--- src/rtl/ir_mdr_unit_pkg.sv ---
// irmdr_pkg: channel state, MIPS IR field positions and default timeout for ir_mdr_unit.
package irmdr_pkg;
  typedef enum logic {IDLE, WAIT} chan_state_e;
  localparam int DEF_TIMEOUT = 16;
  localparam int OPC_LSB = 26;
  localparam int OPC_W   = 6;
  localparam int RS_LSB  = 21;
  localparam int RT_LSB  = 16;
  localparam int RD_LSB  = 11;
  localparam int SH_LSB  = 6;
  localparam int REG_W   = 5;
  localparam int FN_LSB  = 0;
  localparam int FN_W    = 6;
  localparam int IMM_LSB = 0;
  localparam int IMM_W   = 16;
endpackage

--- src/rtl/ir_mdr_unit_if.sv ---
// ir_mdr_unit_if: control, memory-channel and decode signals of ir_mdr_unit; master is the unit side.
interface ir_mdr_unit_if #(parameter int ADDR_W = 32, parameter int DATA_W = 32);
  logic              ir_write;
  logic [ADDR_W-1:0] pc_addr;
  logic              mdr_write;
  logic [ADDR_W-1:0] data_addr;
  logic              imem_req;
  logic [ADDR_W-1:0] imem_addr;
  logic [31:0]       imem_rdata;
  logic              imem_valid;
  logic              dmem_req;
  logic [ADDR_W-1:0] dmem_addr;
  logic [DATA_W-1:0] dmem_rdata;
  logic              dmem_valid;
  logic              ir_busy;
  logic              mdr_busy;
  logic              ir_done;
  logic              mdr_done;
  logic [1:0]        fault;
  logic [5:0]        opcode;
  logic [4:0]        rs;
  logic [4:0]        rt;
  logic [4:0]        rd;
  logic [4:0]        shamt;
  logic [5:0]        funct;
  logic [15:0]       imm;
  logic [DATA_W-1:0] mdr;
  modport master (
    input  ir_write, pc_addr, mdr_write, data_addr, imem_rdata, imem_valid, dmem_rdata, dmem_valid,
    output imem_req, imem_addr, dmem_req, dmem_addr, ir_busy, mdr_busy, ir_done, mdr_done, fault,
           opcode, rs, rt, rd, shamt, funct, imm, mdr
  );
  modport slave (
    output ir_write, pc_addr, mdr_write, data_addr, imem_rdata, imem_valid, dmem_rdata, dmem_valid,
    input  imem_req, imem_addr, dmem_req, dmem_addr, ir_busy, mdr_busy, ir_done, mdr_done, fault,
           opcode, rs, rt, rd, shamt, funct, imm, mdr
  );
endinterface

--- src/rtl/ir_mdr_unit_chan.sv ---
// mem_capture_chan: one request/valid read channel with timeout abort, sticky fault and captured data word.
module mem_capture_chan
  import irmdr_pkg::*;
#(
  parameter int ADDR_W  = 32,
  parameter int DATA_W  = 32,
  parameter int TIMEOUT = DEF_TIMEOUT
) (
  input  logic              clk,
  input  logic              reset,
  input  logic              start,
  input  logic [ADDR_W-1:0] start_addr,
  output logic              req,
  output logic [ADDR_W-1:0] addr,
  input  logic [DATA_W-1:0] rdata,
  input  logic              valid,
  output logic              busy,
  output logic              done,
  output logic              fault,
  output logic [DATA_W-1:0] data
);
  localparam int CNT_W = $clog2(TIMEOUT + 1);
  chan_state_e       state_q, state_d;
  logic [CNT_W-1:0]  cnt_q, cnt_d;
  logic [ADDR_W-1:0] addr_q, addr_d;
  logic [DATA_W-1:0] data_q, data_d;
  logic              done_q, done_d;
  logic              fault_q, fault_d;
  logic              launch, hit, expire;
  always_comb begin
    launch  = state_q == IDLE && start;
    hit     = state_q == WAIT && valid;
    // this edge is the TIMEOUT-th one spent waiting; a late valid still wins
    expire  = state_q == WAIT && !valid && cnt_q == CNT_W'(TIMEOUT - 1);
    state_d = launch ? WAIT : (hit || expire) ? IDLE : state_q;
    cnt_d   = launch ? '0 : (state_q == WAIT && cnt_q != CNT_W'(TIMEOUT)) ? cnt_q + 1'b1 : cnt_q;
    addr_d  = launch ? start_addr : addr_q;
    data_d  = hit ? rdata : data_q;
    done_d  = hit;
    fault_d = fault_q | expire;
  end
  always_ff @(posedge clk or posedge reset) begin
    if (reset) begin
      state_q <= IDLE;
      cnt_q   <= '0;
      addr_q  <= '0;
      data_q  <= '0;
      done_q  <= 1'b0;
      fault_q <= 1'b0;
    end else begin
      state_q <= state_d;
      cnt_q   <= cnt_d;
      addr_q  <= addr_d;
      data_q  <= data_d;
      done_q  <= done_d;
      fault_q <= fault_d;
    end
  end
  assign req   = state_q == WAIT;
  assign busy  = state_q == WAIT;
  assign addr  = addr_q;
  assign done  = done_q;
  assign fault = fault_q;
  assign data  = data_q;
endmodule

--- src/rtl/ir_mdr_unit.sv ---
// ir_mdr_unit: IR/MDR stage with independent instruction and data fetch channels and MIPS field decode.
// IRMDR_PERF_EN adds fetch_count / stall_count performance counters.
module ir_mdr_unit
  import irmdr_pkg::*;
#(
  parameter int ADDR_W  = 32,
  parameter int DATA_W  = 32,
  parameter int TIMEOUT = DEF_TIMEOUT
) (
  input  logic        clk,
  input  logic        reset,
`ifdef IRMDR_PERF_EN
  output logic [31:0] fetch_count,
  output logic [31:0] stall_count,
`endif
  ir_mdr_unit_if.master bus
);
  logic [31:0] ir;
  logic [1:0]  flt;
  mem_capture_chan #(.ADDR_W(ADDR_W), .DATA_W(32), .TIMEOUT(TIMEOUT)) u_ir (
    .clk(clk), .reset(reset), .start(bus.ir_write), .start_addr(bus.pc_addr),
    .req(bus.imem_req), .addr(bus.imem_addr), .rdata(bus.imem_rdata), .valid(bus.imem_valid),
    .busy(bus.ir_busy), .done(bus.ir_done), .fault(flt[0]), .data(ir)
  );
  mem_capture_chan #(.ADDR_W(ADDR_W), .DATA_W(DATA_W), .TIMEOUT(TIMEOUT)) u_mdr (
    .clk(clk), .reset(reset), .start(bus.mdr_write), .start_addr(bus.data_addr),
    .req(bus.dmem_req), .addr(bus.dmem_addr), .rdata(bus.dmem_rdata), .valid(bus.dmem_valid),
    .busy(bus.mdr_busy), .done(bus.mdr_done), .fault(flt[1]), .data(bus.mdr)
  );
  assign bus.fault  = flt;
  assign bus.opcode = ir[OPC_LSB +: OPC_W];
  assign bus.rs     = ir[RS_LSB +: REG_W];
  assign bus.rt     = ir[RT_LSB +: REG_W];
  assign bus.rd     = ir[RD_LSB +: REG_W];
  assign bus.shamt  = ir[SH_LSB +: REG_W];
  assign bus.funct  = ir[FN_LSB +: FN_W];
  assign bus.imm    = ir[IMM_LSB +: IMM_W];
`ifdef IRMDR_PERF_EN
  logic [31:0] fetch_q, stall_q;
  // count the capture edge itself so the total is current alongside ir_done
  always_ff @(posedge clk or posedge reset) begin
    if (reset) begin
      fetch_q <= '0;
      stall_q <= '0;
    end else begin
      fetch_q <= fetch_q + 32'(bus.ir_busy && bus.imem_valid);
      stall_q <= stall_q + 32'(bus.ir_busy);
    end
  end
  assign fetch_count = fetch_q;
  assign stall_count = stall_q;
`endif
endmodule

--- src/flat_wrapper.sv ---
// flat-port wrapper written by rule: the top's interface ports become plain ports
module ir_mdr_unit_flat import irmdr_pkg::*;
#(
  parameter int ADDR_W  = 32,
  parameter int DATA_W  = 32,
  parameter int TIMEOUT = DEF_TIMEOUT
)
  (clk, reset, bus_ir_write, bus_pc_addr, bus_mdr_write, bus_data_addr, bus_imem_rdata, bus_imem_valid, bus_dmem_rdata, bus_dmem_valid, bus_imem_req, bus_imem_addr, bus_dmem_req, bus_dmem_addr, bus_ir_busy, bus_mdr_busy, bus_ir_done, bus_mdr_done, bus_fault, bus_opcode, bus_rs, bus_rt, bus_rd, bus_shamt, bus_funct, bus_imm, bus_mdr);
  ir_mdr_unit_if #(.ADDR_W(ADDR_W), .DATA_W(DATA_W)) bus_i ();
  input  logic clk;
  input  logic reset;
  input wire logic [$bits(bus_i.ir_write)-1:0] bus_ir_write;
  input wire logic [$bits(bus_i.pc_addr)-1:0] bus_pc_addr;
  input wire logic [$bits(bus_i.mdr_write)-1:0] bus_mdr_write;
  input wire logic [$bits(bus_i.data_addr)-1:0] bus_data_addr;
  input wire logic [$bits(bus_i.imem_rdata)-1:0] bus_imem_rdata;
  input wire logic [$bits(bus_i.imem_valid)-1:0] bus_imem_valid;
  input wire logic [$bits(bus_i.dmem_rdata)-1:0] bus_dmem_rdata;
  input wire logic [$bits(bus_i.dmem_valid)-1:0] bus_dmem_valid;
  output wire logic [$bits(bus_i.imem_req)-1:0] bus_imem_req;
  output wire logic [$bits(bus_i.imem_addr)-1:0] bus_imem_addr;
  output wire logic [$bits(bus_i.dmem_req)-1:0] bus_dmem_req;
  output wire logic [$bits(bus_i.dmem_addr)-1:0] bus_dmem_addr;
  output wire logic [$bits(bus_i.ir_busy)-1:0] bus_ir_busy;
  output wire logic [$bits(bus_i.mdr_busy)-1:0] bus_mdr_busy;
  output wire logic [$bits(bus_i.ir_done)-1:0] bus_ir_done;
  output wire logic [$bits(bus_i.mdr_done)-1:0] bus_mdr_done;
  output wire logic [$bits(bus_i.fault)-1:0] bus_fault;
  output wire logic [$bits(bus_i.opcode)-1:0] bus_opcode;
  output wire logic [$bits(bus_i.rs)-1:0] bus_rs;
  output wire logic [$bits(bus_i.rt)-1:0] bus_rt;
  output wire logic [$bits(bus_i.rd)-1:0] bus_rd;
  output wire logic [$bits(bus_i.shamt)-1:0] bus_shamt;
  output wire logic [$bits(bus_i.funct)-1:0] bus_funct;
  output wire logic [$bits(bus_i.imm)-1:0] bus_imm;
  output wire logic [$bits(bus_i.mdr)-1:0] bus_mdr;
  assign bus_i.ir_write = bus_ir_write;
  assign bus_i.pc_addr = bus_pc_addr;
  assign bus_i.mdr_write = bus_mdr_write;
  assign bus_i.data_addr = bus_data_addr;
  assign bus_i.imem_rdata = bus_imem_rdata;
  assign bus_i.imem_valid = bus_imem_valid;
  assign bus_i.dmem_rdata = bus_dmem_rdata;
  assign bus_i.dmem_valid = bus_dmem_valid;
  assign bus_imem_req = bus_i.imem_req;
  assign bus_imem_addr = bus_i.imem_addr;
  assign bus_dmem_req = bus_i.dmem_req;
  assign bus_dmem_addr = bus_i.dmem_addr;
  assign bus_ir_busy = bus_i.ir_busy;
  assign bus_mdr_busy = bus_i.mdr_busy;
  assign bus_ir_done = bus_i.ir_done;
  assign bus_mdr_done = bus_i.mdr_done;
  assign bus_fault = bus_i.fault;
  assign bus_opcode = bus_i.opcode;
  assign bus_rs = bus_i.rs;
  assign bus_rt = bus_i.rt;
  assign bus_rd = bus_i.rd;
  assign bus_shamt = bus_i.shamt;
  assign bus_funct = bus_i.funct;
  assign bus_imm = bus_i.imm;
  assign bus_mdr = bus_i.mdr;
  ir_mdr_unit #(.ADDR_W(ADDR_W), .DATA_W(DATA_W), .TIMEOUT(TIMEOUT)) u_core (.clk(clk), .reset(reset), .bus(bus_i));
endmodule
--- config.mk ---
export PLATFORM = sky130hd
export DESIGN_NAME = ir_mdr_unit_flat
export DESIGN_NICKNAME = d
export VERILOG_FILES = /design/src/rtl/ir_mdr_unit_pkg.sv /design/src/rtl/ir_mdr_unit_if.sv /design/src/rtl/ir_mdr_unit_chan.sv /design/src/rtl/ir_mdr_unit.sv /design/src/flat_wrapper.sv
export SDC_FILE = /design/constraint.sdc
export NUM_CORES = 1
export LEC_CHECK = 0
export ABC_AREA = 1
export BUFFER_PORTS_ARGS = -buffer_cell sky130_fd_sc_hd__buf_2
export CAP_MARGIN = 20
export CORE_UTILIZATION = 43
export CTS_CLUSTER_DIAMETER = 60
export DETAILED_ROUTE_END_ITERATION = 8
export MAX_ROUTING_LAYER = met4
export PLACE_DENSITY_LB_ADDON = 0.25
export SETUP_SLACK_MARGIN = 0.3
export SYNTH_ARGS = -nofsm -noshare
export SYNTH_HDL_FRONTEND = slang
export SYNTH_SLANG_ARGS = --single-unit
--- constraint.sdc ---
create_clock -name clk -period 8.55 [get_ports clk]
set_input_delay 0.855 -clock clk [delete_from_list [all_inputs] [get_ports clk]]
set_output_delay 0.855 -clock clk [all_outputs]
set_load 0.05 [all_outputs]
After elaboration in Yosys (flattened, before gate mapping)
Cells that the tools add are included.
Word-level totals
  flip-flop bits (word level): 144
  output and inout bits: 152
  logic and storage cells: 48
Operators by class
  add/subtract/negate cells: 2
  equal/unequal tests: 4
  muxes and demuxes: 8
  bitwise gates (word level): 4
  reduce and logical (&&, ||, !) cells: 18
Operators by type and width (number)
  $mux W5: 4
  $add A5 B1 Y5 const B: 2
  $eq A5 B4 Y1 const B: 2
  $logic_and A1 B1 Y1: 10
  $ne A5 B5 Y1 const B: 2
  $reduce_bool A2 Y1: 4
  $mux W1: 4
  $logic_not A1 Y1: 2
  $logic_or A1 B1 Y1: 2
  $not A1 Y1: 2
  $or A1 B1 Y1: 2

Longest topological paths before layout
Gate-level depths: netlist of run 1.
  depth after elaboration: 6
  gate-level depth with buffers: 9
  depth with buffers taken out: 9

Cells and area by module
From an unflattened synthesis of run 1, not the netlist that was laid out.
Second synthesis, totals
  cells, all modules: 660
  area, all modules: 6033.3 um2
By module, submodules not included
  mem_capture_chan: times used 2, cells each 322, area each 2956.6 um2, sequential area each 1801.7 um2
  ir_mdr_unit: times used 1, cells each 16, area each 120.1 um2, sequential area each 0.0 um2

Least setup slack after synthesis of run 1
OpenSTA, ideal clock, no wires.
  path type: reg-to-output
  start point: register u_core.u_mdr.state_q, in the netlist u_core.u_mdr.busy
  end point: output bus_mdr_busy
  arrival: 0.989 ns
  slack: 6.706 ns
  stages on the path, launching flop included: 2
  buffers on the path: 1
  cell sequence: dfrtp_1 -> buf_4
RTL lines
  from (decl): line ir_mdr_unit_chan.sv:23  | chan_state_e state_q, state_d;
  from (signal assigned): line ir_mdr_unit_chan.sv:51  | state_q <= state_d;
  to (decl): line flat_wrapper.sv:25  | output wire logic [$bits(bus_i.mdr_busy)-1:0] bus_mdr_busy;
No word-level cell between the ends.

Worst setup path after layout of run 1
  start point: register u_core.u_ir.state_q, in the netlist u_core.u_ir.busy
  end point: output bus_imem_req
RTL lines
  from (decl): line ir_mdr_unit_chan.sv:23
  from (signal assigned): line ir_mdr_unit_chan.sv:51
  to (decl): line flat_wrapper.sv:20  | output wire logic [$bits(bus_i.imem_req)-1:0] bus_imem_req;
No word-level cell between the ends.

==> run_results.csv, run 1 <==
group,metric,value,unit
logic_synthesis,syn_avg_cell_area,8.88,sq um
setup_path,crit_chain,"buf_2",
die,ios,286,
setup_path,cpPeakStageDelay,0.61,ns
job,maxCapViolCount,0,
timing,final.min_clock_period,2.21,ns
routing,route.vias.total,5129,
power,switching_power,1.20,mW
logic_synthesis,syn_inst,667,
logic_synthesis,dominantRegCellSynth,"dfrtp_1",
cts,cts_tree,"done",
setup_path,cp_max_fo,11,
timing,tightest_slew,0.939,ns
die,chipWidth,119,microns
worst_hold_path,worstHoldStart,"u_core.u_ir.addr[25]",
setup_path,r2r_cells,4,
place,pre_cts_ws,6.03,ns
worst_hold_path,min_delay_path_depth,2,
cts,clock_latency,0.41,ns
finish,mostFrequentLayoutCell,"nand2_1",
cts,ctsResizeCount,0,
logic_synthesis,ys_ff_latch,144,
place,io_buffers,285,
setup_path,crit_path_start_kind,"flop",
logic_synthesis,synth_fa_ha_area_frac,0.0127,
place,dp_hpwl,9890,microns
cts,clkTransAtPathRegs,0.06,ns
finish,final_cell_mix,"nand2_1, buf_2, dfrtp_1",
setup_path,path_buf_inv,1,
timing,finClkSkew,0.00344,ns
finish,area.growth.synth_to_final,32.1,%
cts,cts.path.max_buffers,2,
power,p_leak,4.65,nW
cts,post_cts_buffers,0,
logic_synthesis,yosys.area_share.simple,0.298,
die,start_util,0.444,
logic_synthesis,synth.cell_area,0.00592,sq mm
routing,vias_per_cell,4.62,
finish,nNetsFinal,1060,
logic_synthesis,synth_top_cell_area_share,0.608,
timing,fin_crit_sh,0.259,
setup_path,worst-setup-path-type,"flop to output pin",
die,die_h,119,microns
cts,clkSinkCount,144,
logic_synthesis,synth-xor-area-share,0.00148,
timing,timing.final.max_slew_violations,0,
routing,drt_first_pass_iters,5,
routing,drtAntennaViolNets,0,
power,ir_worst_vdd,0.000162,V
timing,setup_viol,0,
worst_hold_path,whs_endpoint,"u_core.u_ir.addr[25]",
routing,routed_wl,14500,microns
timing,finalSetupTns,0,ns
logic_synthesis,async_flop_share,1.00,
logic_synthesis,yosysSeqAreaShare,0.608,
die,coreArea,0.0133,sq mm
worst_hold_path,holdCritPathClass,"flop to flop",
finish,antenna_cells,0,
logic_synthesis,synth_mux_area_frac,0,
die,num_rows,42,
global_routing,antenna_found_initial,0,
timing,fmax,452,MHz
timing,final-hold-violation-count,0,
logic_synthesis,synth_area_leader_cell,"dfrtp_1",
power,swShare,0.445,
cts,htree_levels,4,
logic_synthesis,synth-edff-count,0,
timing,slew_headroom,0.374,
global_routing,grt_max_degree,74,
setup_path,critPathTopFamily,"flip-flops",
status,status,"completed",
logic_synthesis,syn_nets,807,
setup_path,reg2reg_to,"u_core.u_ir.cnt_q[0]",
cts,clockRootBuffer,"clkbuf_16",
global_routing,grt.total_usage,0.216,
routing,wire_per_inst,13.1,microns
finish,drive_gt1_frac,0.350,
power,power.internal,1.49,mW
power,pwr-share-seq,0.348,
setup_path,crit_path_top_delay_cell,"dfrtp_1",
logic_synthesis,synth_cell_types,21,
setup_path,required,7.70,ns
global_routing,grt_pass1_wl,23600,microns
logic_synthesis,synth-compound-area-share,0.00676,
cts,numCtsBuffers,17,
global_routing,grt_pass1_vias,4758,
place,finalWeightedCongestion,0.758,
power,power_density,344,mW/mm^2
logic_synthesis,netlist_top_cells_area,"dfrtp_1, nand2_1, nand3_1",
timing,rsz0062_at_grt,"false",
setup_path,r2r_setup_slack,6.48,ns
logic_synthesis,yosys_warnings,0,
routing,drt_iter0_markers,367,
setup_path,r2r-start,"u_core.u_ir.busy",
power,combPwrFrac,0.384,
logic_synthesis,synth_top_family_by_area,"simple AND/OR/NAND/NOR gates",
setup_path,critPathCaptureType,"output pin",
timing,setup_slack,6.34,ns
die,die-area,0.0142,sq mm
global_routing,overflow,0,
cts,cts_hold_buf,0,
routing,drcViolationCount,0,
setup_path,critical_path_arrival,1.36,ns
power,clkPwrFrac,0.268,
-- worst min-delay path, stage by stage, from the launching register on --
cell     delay, ns
dfrtp_1       0.34
nand2_1       0.05
nand2_1       0.04
-- flip-flops by register name, summed over array words and instances, names as in the netlist, 5 cells and up --
register            flops
u_core.u_mdr.cnt_q      5
u_core.u_mdr.addr      32
u_core.u_ir.addr       32
u_core.u_ir.cnt_q       5
u_core.u_mdr.data      32
u_core.u_ir.data       32
-- kinds of logic after synthesis --
kind of cell    Yosys count
buf+inv                  74
compound gates            5
xor+xnor                  1
flops                   144
fa+ha+maj                 6
simple gates            437
-- Yosys cell counts, drive strengths merged, types with 2 or more instances --
cell type	number
ha	6
nor2	4
nand3	77
nand4	3
buf	41
dfrtp	144
nand2	350
o31ai	2
a31o	2
clkbuf	13
inv	20
-- worst max path at each step --
stage	from	to	slack, ns	depth (start not counted)
floorplan	reset	u_core.u_ir.addr[0]	3.83	1
global placement	bus_dmem_valid	u_core.u_mdr.data[30]	6.07	5
detailed placement	bus_dmem_valid	u_core.u_mdr.data[29]	6.03	5
CTS	u_core.u_ir.busy	bus_imem_req	6.34	1
global route	bus_dmem_valid	u_core.u_mdr.data[9]	6.24	5
finish	u_core.u_ir.busy	bus_imem_req	6.34	1
-- stage by stage --
stage / util / hold slack (ns) / instance area [sq um] / power [mW] / cells
after floorplan: - / 0.443 / 5920 / 1.76 / 667
after global placement: 0.542 / 0.449 / 7240 / 1.97 / 1077
after detailed placement: 0.542 / 0.453 / 7240 / 1.99 / 1077
after CTS: 0.586 / 0.468 / 7820 / 2.72 / 1109
after global routing: 0.586 / 0.480 / 7820 / 2.83 / 1109
final: 0.586 / 0.464 / 7820 / 2.69 / 1109
-- power by group through the flow --
| stage | clock [mW] | combinational [mW] | sequential (mW) |
|---|---|---|---|
| final | 0.721 | 1.03 | 0.937 |
| after global routing | 0.770 | 1.10 | 0.959 |
| after CTS | 0.738 | 1.04 | 0.936 |
| after detailed placement | 0 | 1.04 | 0.942 |
| after global placement | 0 | 1.03 | 0.942 |
| after floorplan | 0 | 0.324 | 1.43 |
-- per-layer routing --
metal | track usage | vias to the layer above | wire [microns]
li1 | - | 2558 | -
met1 | 0.277 | 2352 | 6200
met2 | 0.340 | 203 | 7120
met3 | 0.0474 | 16 | 934
met4 | 0.0734 | 0 | 231
met5 | - | - | 0
-- cell type report --
type                    count  area (sq um)
repair buffers            288          1450
fillers                  1252          5520
clock inverters            12           136
well taps                 176           220
inverters                  20          80.1
flip-flops and latches    144          3600
multi-input cells         449          1890
clock buffers              20           447
Note: power is estimated with default switching activity, not from simulation.
==> run 2, diff against run 1 <==
- CORE_UTILIZATION: 43 -> 42
- clock period: 8.55 -> 1.8 ns (I/O delays scaled with it)
==> run 2 against run 1 <==
Against the previous run:
- first-iteration DRC count decreased by 16%
- sequential power grew to 4.7 times the previous value
- total power rose to 5.0 times the previous value
- non-clock buffer count grew 133
- setup slack got worse by 6.0 ns
- largest cell class unchanged
- highest routed layer unchanged
==> run_results.csv, run 2 (synthesis gave the netlist of run 1 again) <==
group,metric,value,unit
routing,wire_per_inst,13.3,microns
setup_path,cpPeakStageDelay,0.43,ns
die,num_rows,43,
power,switching_power,5.75,mW
power,swShare,0.425,
power,p_leak,5.27,nW
power,pwr-share-seq,0.329,
cts,htree_levels,4,
timing,fmax,705,MHz
place,pre_cts_ws,0.461,ns
routing,dr_wl_met3,970,microns
routing,vias_per_cell,4.65,
timing,slew_headroom,0.535,
cts,numCtsBuffers,17,
finish,nNetsFinal,1193,
finish,area.growth.synth_to_final,55.6,%
setup_path,crit_chain,"buf_4 -> buf_4",
worst_hold_path,worstHoldStart,"bus_data_addr[16]",
routing,drcViolationCount,0,
setup_path,cp_max_fo,8,
timing,finClkSkew,0.00576,ns
timing,tightest_slew,0.697,ns
status,status,"completed",
die,chipWidth,121,microns
timing,setup_viol,0,
setup_path,critPathCaptureType,"output pin",
timing,setup_slack,0.381,ns
finish,utilization,0.667,
finish,final_cell_mix,"nand2_1, buf_2, dfrtp_1",
timing,timing.final.max_slew_violations,0,
global_routing,antenna_found_initial,0,
setup_path,crit_path_top_delay_cell,"dfrtp_1",
cts,cts_tree,"done",
global_routing,grt.total_usage,0.242,
routing,routed_wl,16600,microns
routing,met2_length,8390,microns
finish,finalInstanceArea,0.00922,sq mm
job,maxCapViolCount,0,
power,power.internal,7.79,mW
finish,antenna_cells,0,
setup_path,critPathLaunch,"u_core.u_ir.busy",
global_routing,grt_pass1_wl,26900,microns
cts,clkSinkCount,144,
timing,holdWs,0.0151,ns
setup_path,critical_path_arrival,1.24,ns
die,coreArea,0.0138,sq mm
setup_path,crit_top_cell,"buf_4",
finish,mostFrequentLayoutCell,"nand2_1",
timing,finalSetupTns,0,ns
place,dp.cells,1093,
setup_path,required,1.62,ns
place,place_area,0.00735,sq mm
power,ir_worst_vdd,0.000766,V
die,die-area,0.0146,sq mm
die,ios,286,
setup_path,worst-setup-path-type,"flop to output pin",
cts,clock_latency,0.41,ns
cts,cts.path.max_buffers,2,
routing,drtAntennaViolNets,0,
finish,final_cells,1246,
routing,highest_layer,"met4",
timing,final-hold-violation-count,0,
routing,drt_first_pass_iters,6,
cts,clockRootBuffer,"clkbuf_16",
finish,drive_gt1_frac,0.318,
global_routing,overflow,0,
power,p_total,13.5,mW
setup_path,r2r_setup_slack,0.48,ns
place,finalWeightedCongestion,0.791,
setup_path,r2r-start,"u_core.u_mdr.cnt_q[0]",
timing,final.min_clock_period,1.42,ns
place,dp_hpwl,9960,microns
place,io_buffers,285,
routing,drt_iter0_markers,307,
power,clkPwrFrac,0.287,
power,combPwrFrac,0.384,
timing,rsz0062_at_grt,"false",
worst_hold_path,holdCritPathClass,"input port to flop",
global_routing,grt_max_degree,89,
setup_path,crit_path_start_kind,"flop",
routing,route.vias.total,5795,
die,start_util,0.428,
die,die_h,121,microns
power,power_density,1470,mW/mm^2
routing,wl_met1,6860,microns
global_routing,grt_pass1_vias,5654,
cts,clkTransAtPathRegs,0.06,ns
timing,fin_crit_sh,0.788,
==> run 2: cell types whose count changed in the layout (fill, tap and decap cells not counted) <==
cell           before  now
buf_2             285  284
dlygate4sd3_1       0  121
clkbuf_8            1    3
bufinv_16           2    5
inv_6               2    0
buf_12              0    1
buf_4               3   15
clkinv_2            1    3
clkinvlp_4          6    2
clkinv_4            2    1
==> run 2: final timing paths <==
check / end / cells after the start
max in group asynchronous: u_core.u_mdr.data[2] / 4
min in group asynchronous: u_core.u_ir.data[9] / 4
worst min register to register: u_core.u_mdr.addr[28] / 2
worst max-delay path: bus_ir_busy / 2
worst max register to register: u_core.u_mdr.cnt_q[3] / 9
worst min-delay path: u_core.u_mdr.addr[16] / 3
==> run 2: power groups by stage <==
stage               sequential, mW  clock [mW]  combinational, mW
floorplan                     6.81           0               1.54
CTS                           4.44        3.94               5.20
detailed placement            4.47           0               5.00
finish                        4.45        3.88               5.20
global route                  4.55        4.10               5.53
global placement              4.46           0               4.95
==> run 2: cell type report <==
class	count	area, sq um
Fill cell	1110	4610
Clock inverter	10	181
Tap cell	180	225
Sequential cell	144	3600
Multi-Input combinational cell	449	1890
Timing Repair Buffer	421	2770
Clock buffer	22	474
Inverter	20	78.8
==> run 2: worst max-delay path, delay by kind of cell (launching register included) <==
kind,cells,cell delay (ns)
buffers and inverters,2,0.40
DFF,1,0.43
==> run 2: what timing repair did <==
| action | 4_1_cts | 5_1_grt |
|---|---|---|
| endpoints found under the setup margin | 1 | 0 |
| hold buffers | 120 | 1 |
| buffers inserted | 0 | 0 |
| gates resized for setup | 1 | 0 |
| hold endpoints to repair | 207 | 1 |
==> run 2: per-layer routing <==
metal | vias to the layer above | global-route usage
li1 | 2827 | -
met1 | 2687 | 0.291
met2 | 244 | 0.397
met3 | 37 | 0.0509
met4 | 0 | 0.0988
met5 | - | -
==> run 3, diff against run 2 <==
- ABC_AREA: 1 -> 0
- clock period: 1.8 -> 1.1 ns (I/O delays scaled with it)
==> run 3 against run 2 <==
Against the previous run:
- the run now ends with negative setup slack left
- flip-flop and latch count did not move
- register-to-register slack got worse by 0.78 ns
- global-route usage rose by 8.7 points
- synthesized area rose by 2.9%
- routed wire length rose by 88%
- synthesized cell count fell by 24%
- final cell count fell by 0.16%
- total power rose by 110%
- highest routed layer unchanged
==> run_results.csv, run 3 <==
group,metric,value,unit
timing,timing.final.max_slew_violations,0,
logic_synthesis,synth_commonest_cells,"nand2_1, dfrtp_1, mux2_4",
global_routing,grt_pass1_wl,35100,microns
power,p_leak,6.68,nW
cts,clock_latency,0.42,ns
die,die-area,0.0150,sq mm
routing,drt_first_pass_iters,5,
setup_path,critical_path_arrival,1.74,ns
die,chipWidth,122,microns
finish,fillers,471,
cts,numCtsBuffers,17,
routing,drt_iter0_markers,562,
power,swShare,0.421,
die,num_rows,43,
finish,drive_gt1_frac,0.645,
power,ir_worst_vdd,0.00141,V
finish,nNetsFinal,1188,
global_routing,antenna_found_initial,4,
job,maxCapViolCount,0,
power,combPwrFrac,0.514,
power,pwr-share-seq,0.274,
worst_hold_path,whs_endpoint,"u_core.u_mdr.cnt_q[3]",
finish,mostFrequentLayoutCell,"buf_6",
routing,route.vias.total,6633,
logic_synthesis,ys_ff_latch,144,
die,coreArea,0.0140,sq mm
global_routing,grt_max_degree,75,
logic_synthesis,dominantRegCellSynth,"dfrtp_1",
power,switching_power,12.2,mW
setup_path,r2r_cells,7,
worst_hold_path,worstHoldStart,"bus_mdr_write",
timing,setup_viol,208,
setup_path,reg2reg_to,"u_core.u_mdr.addr[12]",
logic_synthesis,syn_inst,507,
setup_path,required,1.44,ns
finish,area.growth.synth_to_final,108,%
timing,slew_headroom,0.812,
timing,fmax,715,MHz
power,clkPwrFrac,0.212,
power,power.internal,16.7,mW
routing,vias_per_cell,5.33,
logic_synthesis,syn_avg_cell_area,12.0,sq um
setup_path,r2r-start,"u_core.u_mdr.busy",
place,finalWeightedCongestion,0.865,
place,dp.cells,963,
cts,cts_tree,"done",
routing,drcViolationCount,0,
die,start_util,0.436,
logic_synthesis,syn_nets,647,
die,ios,286,
cts,clkSinkCount,144,
routing,routed_wl,31300,microns
setup_path,crit_path_start_kind,"flop",
logic_synthesis,async_flop_share,1.00,
timing,tightest_slew,0.282,ns
timing,fin_crit_sh,1.27,
status,violations,"negative setup slack",
setup_path,r2r_setup_slack,-0.30,ns
routing,drtAntennaViolNets,0,
logic_synthesis,netlist_top_cells_area,"dfrtp_1, mux2_4, nand2_1",
logic_synthesis,synth_top_cell_area_share,0.591,
routing,wire_per_inst,25.2,microns
setup_path,worst-setup-path-type,"flop to flop",
cts,htree_levels,4,
worst_hold_path,holdCritPathClass,"input port to flop",
worst_hold_path,min_delay_path_depth,3,
cts,clockRootBuffer,"clkbuf_16",
logic_synthesis,yosysSeqAreaShare,0.591,
setup_path,critPathCaptureType,"flop",
place,pre_cts_ws,-0.239,ns
power,power_density,2290,mW/mm^2
place,dp_hpwl,11100,microns
timing,finClkSkew,0.0124,ns
die,die_h,122,microns
logic_synthesis,synth_area_leader_cell,"dfrtp_1",
setup_path,cp_max_fo,8,
global_routing,overflow,0,
logic_synthesis,synth.cell_area,0.00609,sq mm
global_routing,grt.total_usage,0.328,
cts,cts.path.max_buffers,2,
status,status,"finished, violations left",
logic_synthesis,synth_cell_types,24,
cts,clkTransAtPathRegs,0.06,ns
logic_synthesis,synth-edff-count,0,
global_routing,grt_pass1_vias,6461,
timing,setup_slack,-0.298,ns
timing,final.min_clock_period,1.40,ns
logic_synthesis,synth_most_common_cell,"nand2_1",
logic_synthesis,yosys_warnings,0,
timing,final-hold-violation-count,0,
timing,rsz0062_at_grt,"true",
finish,final_cells,1244,
finish,final_cell_mix,"buf_6, dfrtp_1, buf_2",
place,io_buffers,285,
[run 3: changes by cell type after synthesis, moves of 3 or more]
| cell | before | now |
|---|---|---|
| buf_2 | 8 | 2 |
| buf_6 | 5 | 14 |
| clkbuf_1 | 13 | 0 |
| inv_1 | 18 | 11 |
| mux2_2 | 0 | 6 |
| mux2_4 | 0 | 60 |
| mux2i_1 | 0 | 4 |
| nand2_1 | 347 | 200 |
| nand2b_1 | 0 | 6 |
| nand3_1 | 77 | 4 |
| nand4_1 | 3 | 0 |
[run 3: power by group through the flow]
| stage | combinational, mW | sequential [mW] | clock, mW |
|---|---|---|---|
| 6_report | 14.9 | 7.93 | 6.13 |
| 5_1_grt | 15.3 | 8.02 | 6.37 |
| 4_1_cts | 12.6 | 7.64 | 5.98 |
| 3_5_place_dp | 9.40 | 7.41 | 0 |
| 3_3_place_gp | 9.27 | 7.33 | 0 |
| 2_1_floorplan | 3.09 | 11.4 | 0 |
[run 3: repair_timing]
action,in CTS,in global routing
setup endpoints to repair,296,347
cloned,11,6
gates resized for setup,390,164
pin swaps,37,79
buffers inserted,43,57
hold endpoints to repair,272,0
hold buffers,129,0
[run 3: worst max-delay path by stage]
| stage | end | cells past startpoint | startpoint |
|---|---|---|---|
| floorplan | u_core.u_ir.addr[0] | 1 | reset |
| global placement | u_core.u_mdr.cnt_q[1] | 5 | u_core.u_mdr.cnt_q[1] |
| detailed placement | u_core.u_ir.cnt_q[0] | 6 | u_core.u_ir.cnt_q[1] |
| CTS | u_core.u_mdr.cnt_q[1] | 5 | u_core.u_mdr.cnt_q[0] |
| global route | u_core.u_mdr.addr[12] | 7 | u_core.u_mdr.busy |
| finish | u_core.u_mdr.addr[12] | 7 | u_core.u_mdr.busy |
[run 3: per-layer routing]
layer,routed length [microns],global-route usage,share of wire
met1,10400,0.334,0.33
met2,15800,0.571,0.50
met3,2710,0.0790,0.087
met4,2370,0.199,0.076
met5,0,-,0
[run 3: critical path, stage by stage, from the launching register on]
cell and delay [ns]:
dfrtp_2 0.43, buf_6 0.14, buf_6 0.11, nor2b_4 0.20, buf_12 0.15, buf_16 0.14, nand2_2 0.05, nand2_1 0.11
[run 3: cell type report]
class / count / area [sq um] / share of cell area
Clock inverter: 9 / 131 / 0.0104
Clock buffer: 22 / 474 / 0.0375
Antenna cell: 4 / 10.0 / 0.000791
Multi-Input combinational cell: 308 / 2790 / 0.220
Sequential cell: 144 / 3610 / 0.286
Tap cell: 180 / 225 / 0.0178
Inverter: 11 / 47.5 / 0.00376
Timing Repair Buffer: 566 / 5360 / 0.424
[run 3: cells by family after synthesis]
family	after synthesis	synth area share
xor+xnor	2	0.00288
fa+ha+maj	6	0.0123
buf+inv	55	0.0688
compound gates	10	0.0154
flops	144	0.591
simple gates	220	0.144
mux	70	0.166
[run 3: per-stage QoR]
| step | total power [mW] | TNS [ns] | hold slack [ns] | area, sq um | utilization |
|---|---|---|---|---|---|
| 2_1_floorplan | 14.5 | -164.01 | 0.215 | 6140 | - |
| 3_3_place_gp | 16.6 | -8.85 | 0.231 | 7790 | 0.557 |
| 4_1_cts | 26.2 | -18.26 | 0.0640 | 11500 | 0.823 |
| 5_1_grt | 29.7 | -35.75 | 0.105 | 12600 | 0.904 |
| 3_5_place_dp | 16.8 | -11.63 | 0.237 | 7790 | 0.557 |
| 6_report | 28.9 | -29.51 | 0.100 | 12600 | 0.904 |
